File: src/rtl/imem_loader.sv
// imem_loader: packs a byte stream little-endian into 32-bit words and writes
// them to IRAM from word address 0. The CPU is held in reset until the load ends.
//   clk, reset            clock and synchronous active-high reset
//   load_start            restart the load from address 0
//   in_valid/in_data/in_last/in_ready   byte source handshake
//   imem_we/imem_addr/imem_wdata        IRAM write port
//   cpu_reset, done, error, word_count  load status
module imem_loader #(
  parameter int unsigned MEM_DEPTH = 256,
  localparam int unsigned AW = $clog2(MEM_DEPTH)
) (
  input  logic          clk,
  input  logic          reset,
  input  logic          load_start,
  input  logic          in_valid,
  input  logic [7:0]    in_data,
  input  logic          in_last,
  output logic          in_ready,
  output logic          imem_we,
  output logic [AW-1:0] imem_addr,
  output logic [31:0]   imem_wdata,
  output logic          cpu_reset,
  output logic          done,
  output logic          error,
  output logic [AW:0]   word_count
);

  typedef enum logic [1:0] {
    S_LOAD  = 2'd0,
    S_DONE  = 2'd1,
    S_ERROR = 2'd2
  } state_t;

  localparam logic [AW:0] DEPTH_W = (AW+1)'(MEM_DEPTH);

  state_t        state, state_n;
  logic [1:0]    lane, lane_n;
  logic [31:0]   asm_q, asm_n;
  logic [31:0]   word_c;
  logic          we_n, done_n, error_n, cpu_reset_n;
  logic [AW-1:0] addr_n;
  logic [31:0]   wdata_n;
  logic [AW:0]   wc_n;
  logic          accept;

  // Ready depends only on registered state and reset.
  assign in_ready = (state == S_LOAD) && !reset;
  assign accept   = in_valid && in_ready;

  // State and output registers.
  always_ff @(posedge clk) begin
    if (reset) begin
      state      <= S_LOAD;
      lane       <= 2'd0;
      asm_q      <= 32'd0;
      imem_we    <= 1'b0;
      imem_addr  <= '0;
      imem_wdata <= 32'd0;
      cpu_reset  <= 1'b1;
      done       <= 1'b0;
      error      <= 1'b0;
      word_count <= '0;
    end else begin
      state      <= state_n;
      lane       <= lane_n;
      asm_q      <= asm_n;
      imem_we    <= we_n;
      imem_addr  <= addr_n;
      imem_wdata <= wdata_n;
      cpu_reset  <= cpu_reset_n;
      done       <= done_n;
      error      <= error_n;
      word_count <= wc_n;
    end
  end

  // Next-state, byte packing and write scheduling.
  always_comb begin
    state_n     = state;
    lane_n      = lane;
    asm_n       = asm_q;
    we_n        = 1'b0;
    addr_n      = imem_addr;
    wdata_n     = imem_wdata;
    wc_n        = word_count;
    // done/cpu_reset follow the state one cycle late, so they change after
    // the final write pulse rather than alongside it.
    done_n      = (state == S_DONE);
    error_n     = (state == S_ERROR);
    cpu_reset_n = (state != S_DONE);

    // Upper lanes of asm_q are still zero, which gives the padding for a
    // short final word.
    word_c = asm_q;
    case (lane)
      2'd0:    word_c[7:0]   = in_data;
      2'd1:    word_c[15:8]  = in_data;
      2'd2:    word_c[23:16] = in_data;
      default: word_c[31:24] = in_data;
    endcase

    if (load_start) begin
      // Any byte accepted this cycle is dropped and no write is issued.
      state_n     = S_LOAD;
      lane_n      = 2'd0;
      asm_n       = 32'd0;
      wc_n        = '0;
      done_n      = 1'b0;
      error_n     = 1'b0;
      cpu_reset_n = 1'b1;
    end else if (accept) begin
      if (word_count == DEPTH_W) begin
        state_n = S_ERROR;
        error_n = 1'b1;
      end else if (lane == 2'd3 || in_last) begin
        we_n    = 1'b1;
        addr_n  = word_count[AW-1:0];
        wdata_n = word_c;
        wc_n    = word_count + (AW+1)'(1);
        lane_n  = 2'd0;
        asm_n   = 32'd0;
        if (in_last) state_n = S_DONE;
      end else begin
        asm_n  = word_c;
        lane_n = lane + 2'd1;
      end
    end
  end

endmodule
File: config.mk
export PLATFORM = sky130hd
export DESIGN_NAME = imem_loader
export DESIGN_NICKNAME = d
export VERILOG_FILES = /design/src/rtl/imem_loader.sv
export SDC_FILE = /design/constraint.sdc
export NUM_CORES = 1
export LEC_CHECK = 0
export ABC_CLOCK_PERIOD_IN_PS = 3800
export BUFFER_PORTS_ARGS = -buffer_cell sky130_fd_sc_hd__buf_2
export CORE_MARGIN = 4
export CORE_UTILIZATION = 30
export DETAILED_ROUTE_END_ITERATION = 10
export GPL_ROUTABILITY_DRIVEN = 0
export GPL_TIMING_DRIVEN = 0
export SLEW_MARGIN = 20
export SYNTH_ARGS = -nofsm -noshare
export SYNTH_HDL_FRONTEND = slang
export SYNTH_SLANG_ARGS = --single-unit
File: constraint.sdc
create_clock -name clk -period 3.8 [get_ports clk]
set_input_delay 0.76 -clock clk [delete_from_list [all_inputs] [get_ports clk]]
set_output_delay 0.76 -clock clk [all_outputs]
set_load 0.05 [all_outputs]
==> results of run 1 <==
sequential cells by signal, summed over array words and instances, names as in the netlist:
register and cells:
lane 2, word_count 9, cpu_reset 1, done 1
asm_q 32, imem_wdata 32, state 2, imem_addr 8
error 1, imem_we 1
area by class of cell:
type,instances,area (um^2),share of cell area [%]
plain buffers,25,147.6,3.257
clock buffers,10,239.0,5.272
clock inverters,5,32.53,0.7176
inverters,5,18.77,0.4140
multi-input cells,251,1778,39.22
flip-flops and latches,89,1782,39.30
well taps,168,210.2,4.637
repair buffers,65,325.3,7.176
path summary, 6_finish.rpt:
kind                                 from           end  slack (ps)  cells after the start
worst max-delay path              lane[0]  imem_addr[5]        1090                      8
worst min-delay path            asm_q[17]     asm_q[17]         470                      2
worst max register to register    lane[0]  imem_addr[5]        1090                      8
worst min register to register  asm_q[17]     asm_q[17]         470                      2
cells in the mapped netlist (2+ instances only):
| cell | n | share of area (%) |
|---|---|---|
| o21ai_0 | 3 | 0.40 |
| buf_4 | 4 | 0.81 |
| inv_1 | 5 | 0.50 |
| buf_1 | 3 | 0.30 |
| buf_6 | 5 | 1.5 |
| a22oi_1 | 8 | 1.6 |
| ha_1 | 6 | 2.0 |
| a21oi_1 | 10 | 1.3 |
| mux2i_1 | 41 | 11 |
| and3_1 | 8 | 1.3 |
| nand2_1 | 29 | 2.9 |
| nand3_1 | 6 | 0.81 |
| dfxtp_1 | 89 | 48 |
| xnor2_1 | 4 | 0.94 |
| o22ai_1 | 16 | 2.7 |
| nor2_1 | 60 | 6.0 |
| a211oi_2 | 32 | 11 |
| nor4_1 | 5 | 0.84 |
| or3_1 | 2 | 0.34 |
| or4_1 | 2 | 0.40 |
| clkbuf_1 | 12 | 1.2 |
| o21a_1 | 2 | 0.40 |
| nand4_1 | 2 | 0.34 |
metrics by stage:
stage | instances | cell area, um^2
after global placement | 603 | 4262
after global routing | 618 | 4533
after CTS | 618 | 4533
final | 618 | 4533
after floorplan | 370 | 3726
after detailed placement | 603 | 4262
per-layer routing:
| layer | global-route usage (%) | vias up | routed length, um |
|---|---|---|---|
| met5 | 0 | - | 0 |
| met4 | 4.152 | 0 | 119 |
| met3 | 4.606 | 10 | 524 |
| met2 | 21.79 | 68 | 4374 |
| met1 | 18.23 | 1451 | 4530 |
| li1 | - | 1489 | - |
kinds of logic (layout without fill, tap and decap cells):
family	count (synthesis)	after routing	share of synthesized area, %
multiplexers	41	41	11.01
AND/OR/NAND/NOR	122	122	14.78
AO/OA/AOI/OAI	78	78	18.97
buffers and inverters	30	110	4.466
adder cells (fa/ha/maj)	6	6	2.015
XOR/XNOR	4	4	0.9401
flip-flops	89	89	47.82
power by group through the flow:
| stage | Sequential (mW) | Combinational (mW) | Clock [mW] |
|---|---|---|---|
| 2_1_floorplan | 1.02 | 0.0787 | 0 |
| 3_3_place_gp | 0.975 | 0.170 | 0 |
| 3_5_place_dp | 0.975 | 0.173 | 0 |
| 4_1_cts | 0.954 | 0.174 | 0.841 |
| 5_1_grt | 0.955 | 0.187 | 0.877 |
| 6_report | 0.954 | 0.172 | 0.815 |
critical path: cells and delay by family (launching register included):
| family | cells | cell delay [ps] |
|---|---|---|
| simple gates | 2 | 380 |
| mux | 1 | 190 |
| fa+ha+maj | 1 | 170 |
| compound gates | 1 | 390 |
| flops | 1 | 400 |
| buf+inv | 3 | 1030 |
layout by cell type (no fill, tap or decap), types with 3 or more instances in the layout:
cell,count
dfxtp_1,89
buf_2,65
nor2_1,60
mux2i_1,41
a211oi_2,32
nand2_1,29
o22ai_1,16
clkbuf_1,12
a21oi_1,10
clkbuf_16,9
and3_1,8
a22oi_1,8
nand3_1,6
ha_1,6
inv_1,5
buf_6,5
nor4_1,5
buf_4,4
xnor2_1,4
buf_1,3
o21ai_0,3
clkinvlp_4,3
==> results.sh, run 1 <==
export IMPL_cp_slowest_cell="clkbuf_1"
export IMPL_worstSetupPathType="reg -> reg"
export IMPL_first_global_vias=3014
export IMPL_viasPerCell=4.883
export IMPL_finish_utilization_pct=37.58
export IMPL_pre_cts_ws_ps=1041
export IMPL_final_nets=465
export IMPL_synthCells=370
export IMPL_ant_nets=0
export IMPL_yosysUniqueCellTypes=39
export IMPL_cts_root_buf="clkbuf_16"
export IMPL_initial_core_util_pct=30.89
export IMPL_maxCapViolations=0
export IMPL_routed_wl_um=9548
export IMPL_drive_gt1_share_pct=27.56
export IMPL_cts_tree="built"
export IMPL_start_kind="register"
export IMPL_vdd_drop_max_uv=287.4
export IMPL_io_pins=67
export IMPL_fillers=1233
export IMPL_finalHoldViolations=0
export IMPL_max_stage_delay_ps=530
export IMPL_synthesis_area_um2=3726
export IMPL_ys_async_sr_fraction_pct=0
export IMPL_fmax_mhz=369.5
export IMPL_drc_errors=0
export IMPL_setup_viol=0
export IMPL_ys_warn_count=0
export IMPL_path_clk_slew_ps=60
export IMPL_clkSinkCount=89
export IMPL_yosysSeqAreaShare_pct=47.82
export IMPL_grt_max_degree=15
export IMPL_cp_cell_sequence="ha_1 > clkbuf_1 > nor2_1 > a2111oi_2 > buf_4 > buf_6 > mux2i_1 > nor2_1"
export IMPL_die_w_um=119.4
export IMPL_cp_common_cell="nor2_1"
export IMPL_slew_viol_final=0
export IMPL_switching_power_mw=0.4946
export IMPL_grt_pass1_wl_um=15750
export IMPL_finalPower_mw=1.941
export IMPL_postCtsHoldBufs=0
export IMPL_drtIter0Drc=116
export IMPL_clk_latency_ps=340
export IMPL_finClkSkew_ps=10.82
export IMPL_coreArea_um2=12060
export IMPL_comb_power_share_pct=8.9
export IMPL_row_count=40
export IMPL_post_cts_buffers=0
export IMPL_synth_edff_count=0
export IMPL_syn_num_nets=389
export IMPL_rsz0062_at_grt="no"
export IMPL_clockPowerShare_pct=42.0
export IMPL_postSynthAreaPerCell_um2=10.07
export IMPL_crit_path_end_kind="register"
export IMPL_power_share_sequential_pct=49.2
export IMPL_n_antenna_cell=0
export IMPL_swShare_pct=25.48
export IMPL_setup_tns_ps=0
export IMPL_ctsResizeCount=0
export IMPL_die_area_um2=14270
export IMPL_die_height_um=119.4
export IMPL_fin_hold_ws_ps=470.4
export IMPL_worst_slew_pin_slew_ps=797.3
export IMPL_wl_per_cell_um=15.45
export IMPL_internal_power_mw=1.446
export IMPL_layout_worst_path_cycle_share_pct=71.23
export IMPL_ys_seq_elements=89
export IMPL_power_density_nw_per_um2=428.2
export IMPL_synth_ff_type="dfxtp_1"
export IMPL_htree_levels=3
export IMPL_clock_path_buffers=2
export IMPL_port_buffers=65
export IMPL_via_count=3018
export IMPL_holdCritPathClass="reg -> reg"
export IMPL_cp_arrival_ps=2910
export IMPL_synthToLayoutAreaGrowth_pct=21.66
export IMPL_p_leak_nw=1.688
export IMPL_place_hpwl_um=6995
export IMPL_gr_usage_all_layers_pct=13.91
export IMPL_status="completed"
export IMPL_overflow=0
export IMPL_cts_buffers=9
export IMPL_worst_path_max_fanout=10
export IMPL_antenna_found_initial=0
export IMPL_crit_required_ps=4000
export IMPL_setup_slack_ps=1093
export IMPL_dr_pass1_iters=4
export IMPL_slew_headroom_pct=46.85
export IMPL_post_route_min_period_ps=2707
(Power assumes the default switching activity.)
==> inputs of run 2 (changes only) <==
Settings changed: ABC_CLOCK_PERIOD_IN_PS 3800 to 2390.
Clock period 3.8 ns to 2.39 ns, I/O delays scaled along.
==> results.sh, run 2 (same netlist as run 1, synthesis figures left out) <==
export IMPL_crit_required_ps=2590
export IMPL_power_density_nw_per_um2=677.2
export IMPL_worst_r2r_endpoint="imem_addr[5]"
export IMPL_start_kind="register"
export IMPL_p_leak_nw=1.693
export IMPL_cp_arrival_ps=2400
export IMPL_finish_utilization_pct=37.81
export IMPL_setup_viol=0
export IMPL_htree_levels=3
export IMPL_swShare_pct=25.47
export IMPL_die_height_um=119.4
export IMPL_startpoint="state[0]"
export IMPL_fillers=1233
export IMPL_grt_pass1_wl_um=15770
export IMPL_layout_common_cells="dfxtp_1, buf_2, nor2_1"
export IMPL_place_inst=603
export IMPL_coreArea_um2=12060
export IMPL_die_w_um=119.4
export IMPL_ff2ff_path_depth=7
export IMPL_worst_path_max_fanout=10
export IMPL_n_antenna_cell=0
export IMPL_finClkSkew_ps=10.65
export IMPL_place_hpwl_um=6995
export IMPL_clk_latency_ps=340
export IMPL_setup_slack_ps=192.5
export IMPL_setup_tns_ps=0
export IMPL_cp_slowest_cell="or4b_1"
export IMPL_finalHoldViolations=0
export IMPL_max_stage_delay_ps=520
export IMPL_path_buf_inv=3
export IMPL_post_route_min_period_ps=2198
export IMPL_ant_nets=0
export IMPL_worst_path_stages=7
export IMPL_initial_core_util_pct=30.89
export IMPL_clock_path_buffers=2
export IMPL_routed_wl_um=9587
export IMPL_clockPowerShare_pct=41.9
export IMPL_die_area_um2=14270
export IMPL_layout_worst_path_cycle_share_pct=91.95
export IMPL_cp_cell_sequence="or4b_1 > clkbuf_2 > a2111oi_2 > buf_4 > buf_6 > mux2i_1 > nor2_1"
export IMPL_via_count=3000
export IMPL_grt_max_degree=15
export IMPL_final_nets=466
export IMPL_overflow=0
export IMPL_first_global_vias=3032
export IMPL_cp_endpoint="imem_addr[5]"
export IMPL_worstSetupPathType="reg -> reg"
export IMPL_crit_path_end_kind="register"
export IMPL_internal_power_mw=2.302
export IMPL_drive_gt1_share_pct=28.38
export IMPL_final_common_cell="dfxtp_1"
export IMPL_status="completed"
export IMPL_drtIter0Drc=148
export IMPL_worst_slew_pin_slew_ps=799.5
export IMPL_cts_buffers=9
export IMPL_seqCellArea_um2=1782
export IMPL_comb_power_share_pct=8.9
export IMPL_slew_viol_final=0
export IMPL_row_count=40
export IMPL_drc_errors=0
export IMPL_synthToLayoutAreaGrowth_pct=22.40
export IMPL_r2r_start="state[0]"
export IMPL_port_buffers=65
export IMPL_fin_cells=619
export IMPL_vdd_drop_max_uv=455.5
export IMPL_cts_tree="built"
export IMPL_viasPerCell=4.847
export IMPL_fin_hold_ws_ps=346.8
export IMPL_io_pins=67
export IMPL_wl_per_cell_um=15.49
export IMPL_final_area_um2=4561
export IMPL_path_delay_family="buffers and inverters"
export IMPL_fmax_mhz=455.1
export IMPL_maxCapViolations=0
export IMPL_cts_root_buf="clkbuf_16"
export IMPL_switching_power_mw=0.7868
export IMPL_gr_usage_all_layers_pct=13.94
export IMPL_dr_pass1_iters=4
export IMPL_multiInputGateArea_um2=1794
export IMPL_reg_top3="asm_q x32, imem_wdata x32, word_count x9"
export IMPL_antenna_found_initial=0
export IMPL_r2r_setup_slack_ps=190
export IMPL_pre_cts_ws_ps=-300.9
export IMPL_holdCritPathClass="in -> reg"
export IMPL_clkSinkCount=89
export IMPL_postCtsHoldBufs=0
export IMPL_power_share_sequential_pct=49.1
export IMPL_path_clk_slew_ps=60
export IMPL_slew_headroom_pct=46.70
export IMPL_placed_cell_area_um2=4262
export IMPL_finalPower_mw=3.088
-- run 2: changes by cell type in the layout (fill, tap and decap cells not counted) --
cell	previous run	this run
a21oi_2	0	1
clkbuf_1	12	11
buf_4	4	6
ha_4	0	1
a21oi_1	10	9
ha_1	6	5
-- run 2: worst min-delay path by stage --
stage | startpoint | to | cells past startpoint
after floorplan | asm_q[16] | asm_q[16] | 2
after global placement | asm_q[18] | asm_q[18] | 2
after detailed placement | asm_q[17] | asm_q[17] | 2
after CTS | reset | imem_wdata[0] | 2
after global routing | reset | imem_wdata[0] | 2
final | reset | imem_wdata[0] | 2
-- run 2: cell type report --
type                    instances  area share, %
multi-input cells             251          39.34
flip-flops and latches         89          39.07
repair buffers                 67          7.462
clock buffers                  10          5.240
well taps                     168          4.609
plain buffers                  24          3.155
clock inverters                 5         0.7133
inverters                       5         0.4115
-- run 2: worst register-to-register path, cell delays in order (launching register included) --
cell	delay, ps
dfxtp_1	350
or4b_1	520
clkbuf_2	180
a2111oi_2	290
buf_4	300
buf_6	200
mux2i_1	200
nor2_1	50
-- run 2: layer usage --
metal / vias to the layer above / track usage [%] / part of all wire (%)
met5: - / 0 / 0
met3: 9 / 4.606 / 5.2
met4: 0 / 4.510 / 1.2
li1: 1492 / - / -
met2: 65 / 21.75 / 46
met1: 1434 / 18.20 / 47
-- run 2: power by group through the flow --
stage,Clock (mW),Sequential (mW),Combinational [mW]
floorplan,0,1.62,0.125
global placement,0,1.55,0.270
detailed placement,0,1.55,0.275
CTS,1.34,1.52,0.276
global route,1.40,1.52,0.300
finish,1.30,1.52,0.276
-- run 2: repair_timing --
| item | in CTS | in global routing |
|---|---|---|
| setup buffers | 0 | 2 |
| gates resized for setup | 1 | 2 |
| pin swaps | 0 | 1 |
| setup endpoints to repair | 44 | 30 |
